$ cat src/rtl/imem_pkg.sv
// imem_pkg: shared instruction-memory constants and the loader state encoding.
// Revision: 1.0
`default_nettype none

package imem_pkg;

  localparam int IMEM_DEPTH_BYTES = 512;
  localparam int LEN_W            = 16;

  typedef enum logic [2:0] {
    IDLE   = 3'd0,
    LEN_HI = 3'd1,
    LEN_LO = 3'd2,
    DATA   = 3'd3,
    CHK    = 3'd4,
    DONE   = 3'd5,
    ERR    = 3'd6
  } loader_state_e;

endpackage

`default_nettype wire

$ cat src/rtl/imem_loader.sv
// imem_loader: writes a length-prefixed byte stream into instruction memory, holding the core in reset until done.
// Optional trailing checksum byte: IMEM_LOADER_CHECKSUM_EN. Revision: 1.0
`default_nettype none

module imem_loader #(
  parameter int DEPTH_BYTES = 512,
  parameter int ADDR_W      = 9,
  parameter int LEN_W       = 16
) (
  input  logic              clk,
  input  logic              rst_n,
  input  logic              start,
  input  logic [7:0]        rx_data,
  input  logic              rx_valid,
  output logic              rx_ready,
  output logic              mem_we,
  output logic [ADDR_W-1:0] mem_addr,
  output logic [7:0]        mem_wdata,
  output logic              cpu_rst_n,
  output logic              busy,
  output logic              done,
  output logic              err
);

  import imem_pkg::*;

  localparam int CNT_W = ADDR_W + 1;

`ifdef IMEM_LOADER_CHECKSUM_EN
  localparam loader_state_e FRAME_END = CHK;
`else
  localparam loader_state_e FRAME_END = DONE;
`endif

  loader_state_e     state_q, state_d;
  logic [CNT_W-1:0]  cnt_q, cnt_d;
  logic [LEN_W-1:0]  len_q, len_d;
  logic              mem_we_q, mem_we_d;
  logic [ADDR_W-1:0] mem_addr_q, mem_addr_d;
  logic [7:0]        mem_wdata_q, mem_wdata_d;
  logic              rx_ready_q, rx_ready_d;
  logic              busy_q, busy_d;
  logic              done_q, done_d;
  logic              err_q, err_d;
  logic              cpu_rst_n_q, cpu_rst_n_d;
  logic              beat;
  logic [LEN_W-1:0]  hdr_len;
`ifdef IMEM_LOADER_CHECKSUM_EN
  logic [7:0]        sum_q, sum_d;
`endif

  assign beat    = rx_valid && rx_ready_q;
  assign hdr_len = {len_q[LEN_W-1:8], rx_data};

  always_comb begin
    state_d     = state_q;
    cnt_d       = cnt_q;
    len_d       = len_q;
    mem_we_d    = 1'b0;
    mem_addr_d  = mem_addr_q;
    mem_wdata_d = mem_wdata_q;
`ifdef IMEM_LOADER_CHECKSUM_EN
    sum_d       = sum_q;
    if (beat && (state_q != CHK)) sum_d = sum_q + rx_data;
`endif
    case (state_q)
      IDLE, DONE, ERR: begin
        if (start) begin
          state_d = LEN_HI;
          cnt_d   = '0;
`ifdef IMEM_LOADER_CHECKSUM_EN
          sum_d   = '0;
`endif
        end
      end
      LEN_HI: begin
        if (beat) begin
          len_d   = {rx_data, {(LEN_W-8){1'b0}}};
          state_d = LEN_LO;
        end
      end
      LEN_LO: begin
        if (beat) begin
          len_d = hdr_len;
          if (hdr_len == '0)                          state_d = FRAME_END;
          else if (hdr_len > LEN_W'(DEPTH_BYTES))     state_d = ERR;
          else                                        state_d = DATA;
        end
      end
      DATA: begin
        if (beat) begin
          mem_we_d    = 1'b1;
          mem_addr_d  = cnt_q[ADDR_W-1:0];
          mem_wdata_d = rx_data;
          cnt_d       = cnt_q + 1'b1;
          if (LEN_W'(cnt_q) == len_q - LEN_W'(1)) state_d = FRAME_END;
        end
      end
`ifdef IMEM_LOADER_CHECKSUM_EN
      CHK: begin
        // A correct trailing byte makes the running sum wrap to zero.
        if (beat) state_d = (8'(sum_q + rx_data) == 8'h00) ? DONE : ERR;
      end
`endif
      default: state_d = IDLE;
    endcase

    rx_ready_d  = (state_d == LEN_HI) || (state_d == LEN_LO) ||
                  (state_d == DATA)   || (state_d == CHK);
    busy_d      = rx_ready_d;
    done_d      = (state_d == DONE);
    err_d       = (state_d == ERR);
    cpu_rst_n_d = (state_d == DONE);
  end

  always_ff @(posedge clk or negedge rst_n) begin
    if (!rst_n) begin
      state_q     <= IDLE;
      cnt_q       <= '0;
      len_q       <= '0;
      mem_we_q    <= 1'b0;
      mem_addr_q  <= '0;
      mem_wdata_q <= '0;
      rx_ready_q  <= 1'b0;
      busy_q      <= 1'b0;
      done_q      <= 1'b0;
      err_q       <= 1'b0;
      cpu_rst_n_q <= 1'b0;
`ifdef IMEM_LOADER_CHECKSUM_EN
      sum_q       <= '0;
`endif
    end else begin
      state_q     <= state_d;
      cnt_q       <= cnt_d;
      len_q       <= len_d;
      mem_we_q    <= mem_we_d;
      mem_addr_q  <= mem_addr_d;
      mem_wdata_q <= mem_wdata_d;
      rx_ready_q  <= rx_ready_d;
      busy_q      <= busy_d;
      done_q      <= done_d;
      err_q       <= err_d;
      cpu_rst_n_q <= cpu_rst_n_d;
`ifdef IMEM_LOADER_CHECKSUM_EN
      sum_q       <= sum_d;
`endif
    end
  end

  assign rx_ready  = rx_ready_q;
  assign mem_we    = mem_we_q;
  assign mem_addr  = mem_addr_q;
  assign mem_wdata = mem_wdata_q;
  assign busy      = busy_q;
  assign done      = done_q;
  assign err       = err_q;
  assign cpu_rst_n = cpu_rst_n_q;

endmodule

`default_nettype wire

$ cat config.mk
export PLATFORM = sky130hd
export DESIGN_NAME = imem_loader
export DESIGN_NICKNAME = d
export VERILOG_FILES = /design/src/rtl/imem_pkg.sv /design/src/rtl/imem_loader.sv
export SDC_FILE = /design/constraint.sdc
export NUM_CORES = 1
export LEC_CHECK = 0
export ABC_CLOCK_PERIOD_IN_PS = 2300
export BUFFER_PORTS_ARGS = -buffer_cell sky130_fd_sc_hd__buf_2
export CORE_UTILIZATION = 51
export CTS_CLUSTER_DIAMETER = 100
export DETAILED_ROUTE_END_ITERATION = 12
export MAX_ROUTING_LAYER = met4
export PLACE_DENSITY_LB_ADDON = 0.05
export RECOVER_POWER = 25
export SYNTH_ARGS = -nofsm -noshare
export SYNTH_HDL_FRONTEND = slang
export SYNTH_SLANG_ARGS = --single-unit
$ cat constraint.sdc
create_clock -name clk -period 2.3 [get_ports clk]
set_input_delay 0.115 -clock clk [delete_from_list [all_inputs] [get_ports clk]]
set_output_delay 0.115 -clock clk [all_outputs]
set_load 0.1 [all_outputs]
# Word level (Yosys, flattened, before mapping)
# Index checks and enable logic that the tools add are counted.
# W data, S select, Z words.
[classes] n_addsub=2 mul=0 div_mod_pow=0 order_cmp=1 n_eq_ne=16 shift=0 muxes=16 n_bitwise=1 n_reduce_logical=13
[ops] op="$pmux W16 S2" count=1
[ops] op="$mux W3" count=7
[ops] op="$mux W10" count=2
[ops] op="$pmux W10 S2" count=1
[ops] op="$eq A10 B16 Y1" count=1
[ops] op="$gt A16 B10 Y1 const B" count=1
[ops] op="$logic_not A16 Y1" count=1
[ops] op="$mux W16" count=1
[ops] op="$sub A16 B1 Y16 const B" count=1
[ops] op="$eq A3 B3 Y1 const B" count=5
[ops] op="$eq A3 B2 Y1 const B" count=4
[ops] op="$pmux W3 S4" count=1
[ops] op="$add A10 B1 Y10 const B" count=1
[ops] op="$reduce_and A3 Y1" count=3
[ops] op="$mux W8" count=1
[ops] op="$ne A2 B2 Y1 const B" count=4
[ops] op="$eq A3 B1 Y1 const B" count=2
[ops] op="$reduce_bool A2 Y1" count=2
[ops] op="$logic_not A3 Y1" count=1
[ops] op="$logic_or A1 B1 Y1" count=3
[ops] op="$reduce_or A3 Y1" count=1
[ops] op="$mux W1" count=2
[ops] op="$reduce_and A2 Y1" count=1
[ops] op="$logic_and A1 B1 Y1" count=1
[ops] op="$not A1 Y1" count=1
[totals] register_bits=50 latch_bits=0 ramBits=0 rom_bits=0 out_inout_bits=23 elab_cells=59 memories=0

# Logic depth before layout (Yosys ltp)
[logic_depth] ltp_word=9 ltp_mapped=8 ltp_nobuf=8

# Worst setup path after synthesis
# Ideal clock, no wire load.
[synth_timing] kind="reg2reg" start="register busy (netlist name)" end="register len_q[4]" arrival_ns=2.373 setup_slack_ns=-0.190 stages_incl_launch_ff=7 n_path_buf=1 period_less_slack_ns=2.490 path_cell_list="dfrtp_1 nand2_1 nor3_1 nand2_1 clkbuf_1 nand3_1 nand2_1"
[synth_lines] item="end signal, assigned" line="imem_loader.sv:135" rtl="len_q <= len_d;"
[synth_lines] item="end, declared" line="imem_loader.sv:37" rtl="logic [LEN_W-1:0] len_q, len_d;"

# Worst setup path in the final report
[layout_timing] start="register len_q[1]" end="register err_q (netlist: err)"
[layout_via] elab_chain_cells=6
[layout_rtl] item="$sub A16 B1 Y16" line="imem_loader.sv:96" rtl="if (LEN_W'(cnt_q) == len_q - LEN_W'(1)) state_d = FRAME_END;"
[layout_rtl] item="$eq A10 B16 Y1" line="imem_loader.sv:96"
[layout_rtl] item="$mux W3" line="imem_loader.sv:96"
[layout_rtl] item="$mux W3" line="imem_loader.sv:91" rtl="if (beat) begin"
[layout_rtl] item="$pmux W3 S4" line="imem_loader.sv:66" rtl="case (state_q)"
[layout_rtl] item="named net state_d[2]" line="imem_loader.sv:35" rtl="loader_state_e state_q, state_d;"
[layout_rtl] item="$eq A3 B3 Y1" line="imem_loader.sv:112" rtl="err_d = (state_d == ERR);"
[layout_rtl] item="named net err_d" line="imem_loader.sv:44" rtl="logic err_q, err_d;"
[layout_rtl] item="end signal, assigned" line="imem_loader.sv:142" rtl="err_q <= err_d;"
[layout_rtl] item="end, declared" line="imem_loader.sv:44"
# The timed path passes the listed nets, and every way through them passes these cells.
# A chain may end at the register's enable or synchronous reset.

==> metrics.cfg <==
[logic_synthesis]
synth_compound_area_share_pct = 10.14
synth_cell_types = 50
synth_cells = 265
ys.warnings.count = 0
async_reset_ff_share_pct = 100.0
yosysSeqAreaShare_pct = 48.29
synth_fa_ha_area_share_pct = 0.9657
synth_top_family_by_area = simple AND/OR/NAND/NOR gates
postSynthAreaPerCell_um2 = 9.778
synth_seq_cells = 50
ys.flop_type = dfrtp_1
syn_area_mm2 = 0.002591
yosys.area_share.simple_pct = 24.34
muxShareOfSynthArea_pct = 7.822
synth_edf_count = 0
synth_nets = 279
synthXorXnorAreaFrac_pct = 5.408

[placement]
gp_congestion = 0.9571
port_buffers = 34
dp_hpwl_mm = 4.763
pre_cts_slack_ps = -19.45

[floorplan]
initial_core_util_pct = 53.79
die-area_mm2 = 0.005370
core_area_mm2 = 0.004817
die_h_um = 73.28
chipWidth_um = 73.28
std_cell_rows = 25
num_io_pins = 35

[timing]
period_needed_ps = 2244
rsz0062_at_grt = yes
max_freq_mhz = 445.6
min_period_over_period_pct = 97.58
setup_slack_ps = 55.59
skew_ps = 5.296
setup_violations = 0
finalHoldViolCount = 0
drv_slew = 30
relSlewSlack_pct = -4.438
finalSetupTns_ps = 0
worst_pin_slew_ps = 1567

[critical_path]
arrival_ps = 2480
worstPathCellList = inv_2 > ha_4 > or4b_4 > a211o_1 > a21oi_2 > o2111ai_2 > o31ai_4 > nor2b_1
path_max_fanout = 5
endpoint_kind = register
max_stage_delay_ps = 500
path_class = reg2reg
start_kind = register
worst_path_max_delay_cell = or4b_4
required_ps = 2530

[clocking]
path_clk_slew_ps = 90
h-tree-depth = 2
cts_tree = done
numClockSinks = 50
clock_tree.root_cell = clkbuf_8
clock_path_buffers = 2
numCtsBuffers = 5
clk_latency_ps = 290

[layout]
layout_commonest_cell = dfrtp_1
mostFrequentLayoutCells = 49 x dfrtp_1, 34 x nand2_1, 33 x buf_2
fin_nets = 336
utilization_pct = 65.40
syn2layout_area_growth_pct = 21.58
n_antenna_cell = 0
drive_gt1_share_pct = 32.51

[pwr]
power_frac_seq_pct = 28.8
swShare_pct = 51.13
vdd_ir_drop_max_mv = 0.8772
p_comb_share_pct = 60.0
p_leak_nw = 1.495
p_switching_mw = 2.426
internal-power_mw = 2.319
powerDensity_mw_per_mm2 = 1506
pwr-share-clk_pct = 11.1
total_power_mw = 4.745

[drt]
drcViolationCount = 0
vias = 2235
drt_iter0_markers = 98
routed_via_density = 5.731
wl_per_cell_um = 16.05
antenna_left = 0
first_pass_iters = 4
detail_route.wirelength_mm = 6.259

[grt]
grt_pass1_vias = 2159
grt_pass1_wl_mm = 10.36
grt_use_total_pct = 26.60
grt_overflow_total = 0
grt_start_max_net_pins = 30
antenna_found_initial = 0

[outcome]
violations = capacitance limit, slew limit
status = complete, but fails checks

[job]
cap_violations = 1

[worst_hold_path]
hold_class = in2reg

-- metal layers --
| layer | global-route usage, % | vias up | part of all wire (%) |
|---|---|---|---|
| li1 | - | 1063 | - |
| met1 | 36.05 | 1107 | 47 |
| met2 | 42.90 | 57 | 49 |
| met3 | 3.429 | 8 | 3.5 |
| met4 | 5.882 | 0 | 1.2 |
| met5 | - | - | 0 |
-- final timing paths --
check,startpoint,to,slack (ps),depth (start not counted)
max reg2reg,len_q[1]$_DFFE_PN0P_,err$_DFF_PN0_,60,8
min reg2reg,mem_addr[6]$_DFFE_PN0P_,mem_addr[6]$_DFFE_PN0P_,510,1
max in group asynchronous,rst_n,busy$_DFF_PN0_,550,2
min in group asynchronous,rst_n,cpu_rst_n$_DFF_PN0_,730,2
max,len_q[1]$_DFFE_PN0P_,err$_DFF_PN0_,60,8
min,rx_data[5],len_q[5]$_DFFE_PN0P_,70,3
-- sequential cells by signal (all words and copies together), names as in the netlist --
name and count:
cpu_rst_n 1, len_q 16, mem_we 1, mem_addr 9, err 1, state_q 3
mem_wdata 8, busy 1, cnt_q 10
-- stage by stage --
step / hold WS, ps / instances / instance area, um2
floorplan: -180.6 / 265 / 2599
detailed placement: 178.0 / 381 / 3005
global route: 71.90 / 390 / 3151
global placement: 179.4 / 381 / 3005
CTS: 67.36 / 390 / 3126
finish: 73.58 / 390 / 3151
-- cell families after synthesis --
| group | after synthesis |
|---|---|
| XOR/XNOR | 16 |
| flip-flops | 50 |
| AND/OR/NAND/NOR | 124 |
| adder cells (fa/ha/maj) | 2 |
| multiplexers | 18 |
| buffers and inverters | 19 |
| AO/OA/AOI/OAI | 36 |
-- worst max-delay path, delay by kind of cell, from the launching register on --
family                     cells  cell delay, ps
buffers and inverters          1              90
adders and majority gates      1             130
AOI/OAI and AO/OA              4             900
DFF                            1             400
and+or+nand+nor                2             660
-- what timing repair did --
action | in CTS | in global routing
hold buffers | 1 | 0
endpoints found under the hold margin | 27 | 0
setup endpoints to repair | 3 | 5
gates resized for setup | 2 | 8
pin swaps | 1 | 8
buffers inserted | 0 | 0
-- cells in the mapped netlist (3+ instances only) --
| cell type | n | area, um2 |
|---|---|---|
| or3_1 | 4 | 25.02 |
| xor2_1 | 9 | 78.83 |
| mux2_2 | 18 | 202.7 |
| xnor2_1 | 7 | 61.31 |
| inv_1 | 7 | 26.28 |
| dfrtp_1 | 50 | 1251 |
| nor4_1 | 4 | 25.02 |
| nand2b_1 | 3 | 18.77 |
| o21ai_0 | 8 | 40.04 |
| nand2_1 | 34 | 127.6 |
| a21oi_1 | 5 | 25.02 |
| nand4_1 | 8 | 50.05 |
| buf_1 | 3 | 11.26 |
| nor3_1 | 9 | 45.04 |
| clkbuf_1 | 7 | 26.28 |
| nor2_1 | 20 | 75.07 |
| nand3_1 | 23 | 115.1 |
-- power by group through the flow --
stage / combinational [mW] / clock, mW / sequential, mW
CTS: 2.78 / 0.546 / 1.36
finish: 2.85 / 0.529 / 1.37
global placement: 2.71 / 0 / 1.37
detailed placement: 2.74 / 0 / 1.38
floorplan: 1.24 / 0 / 2.14
global route: 3.03 / 0.582 / 1.41
-- layout make-up --
class,count,area (um2)
Sequential cell,50,1252
Multi-Input combinational cell,196,1314
Clock inverter,2,12.51
Clock buffer,6,82.58
Fill cell,430,1667
Inverter,7,26.28
Timing Repair Buffer,62,379.1
Tap cell,67,83.83
No activity file was read; power rests on OpenSTA's default activity.
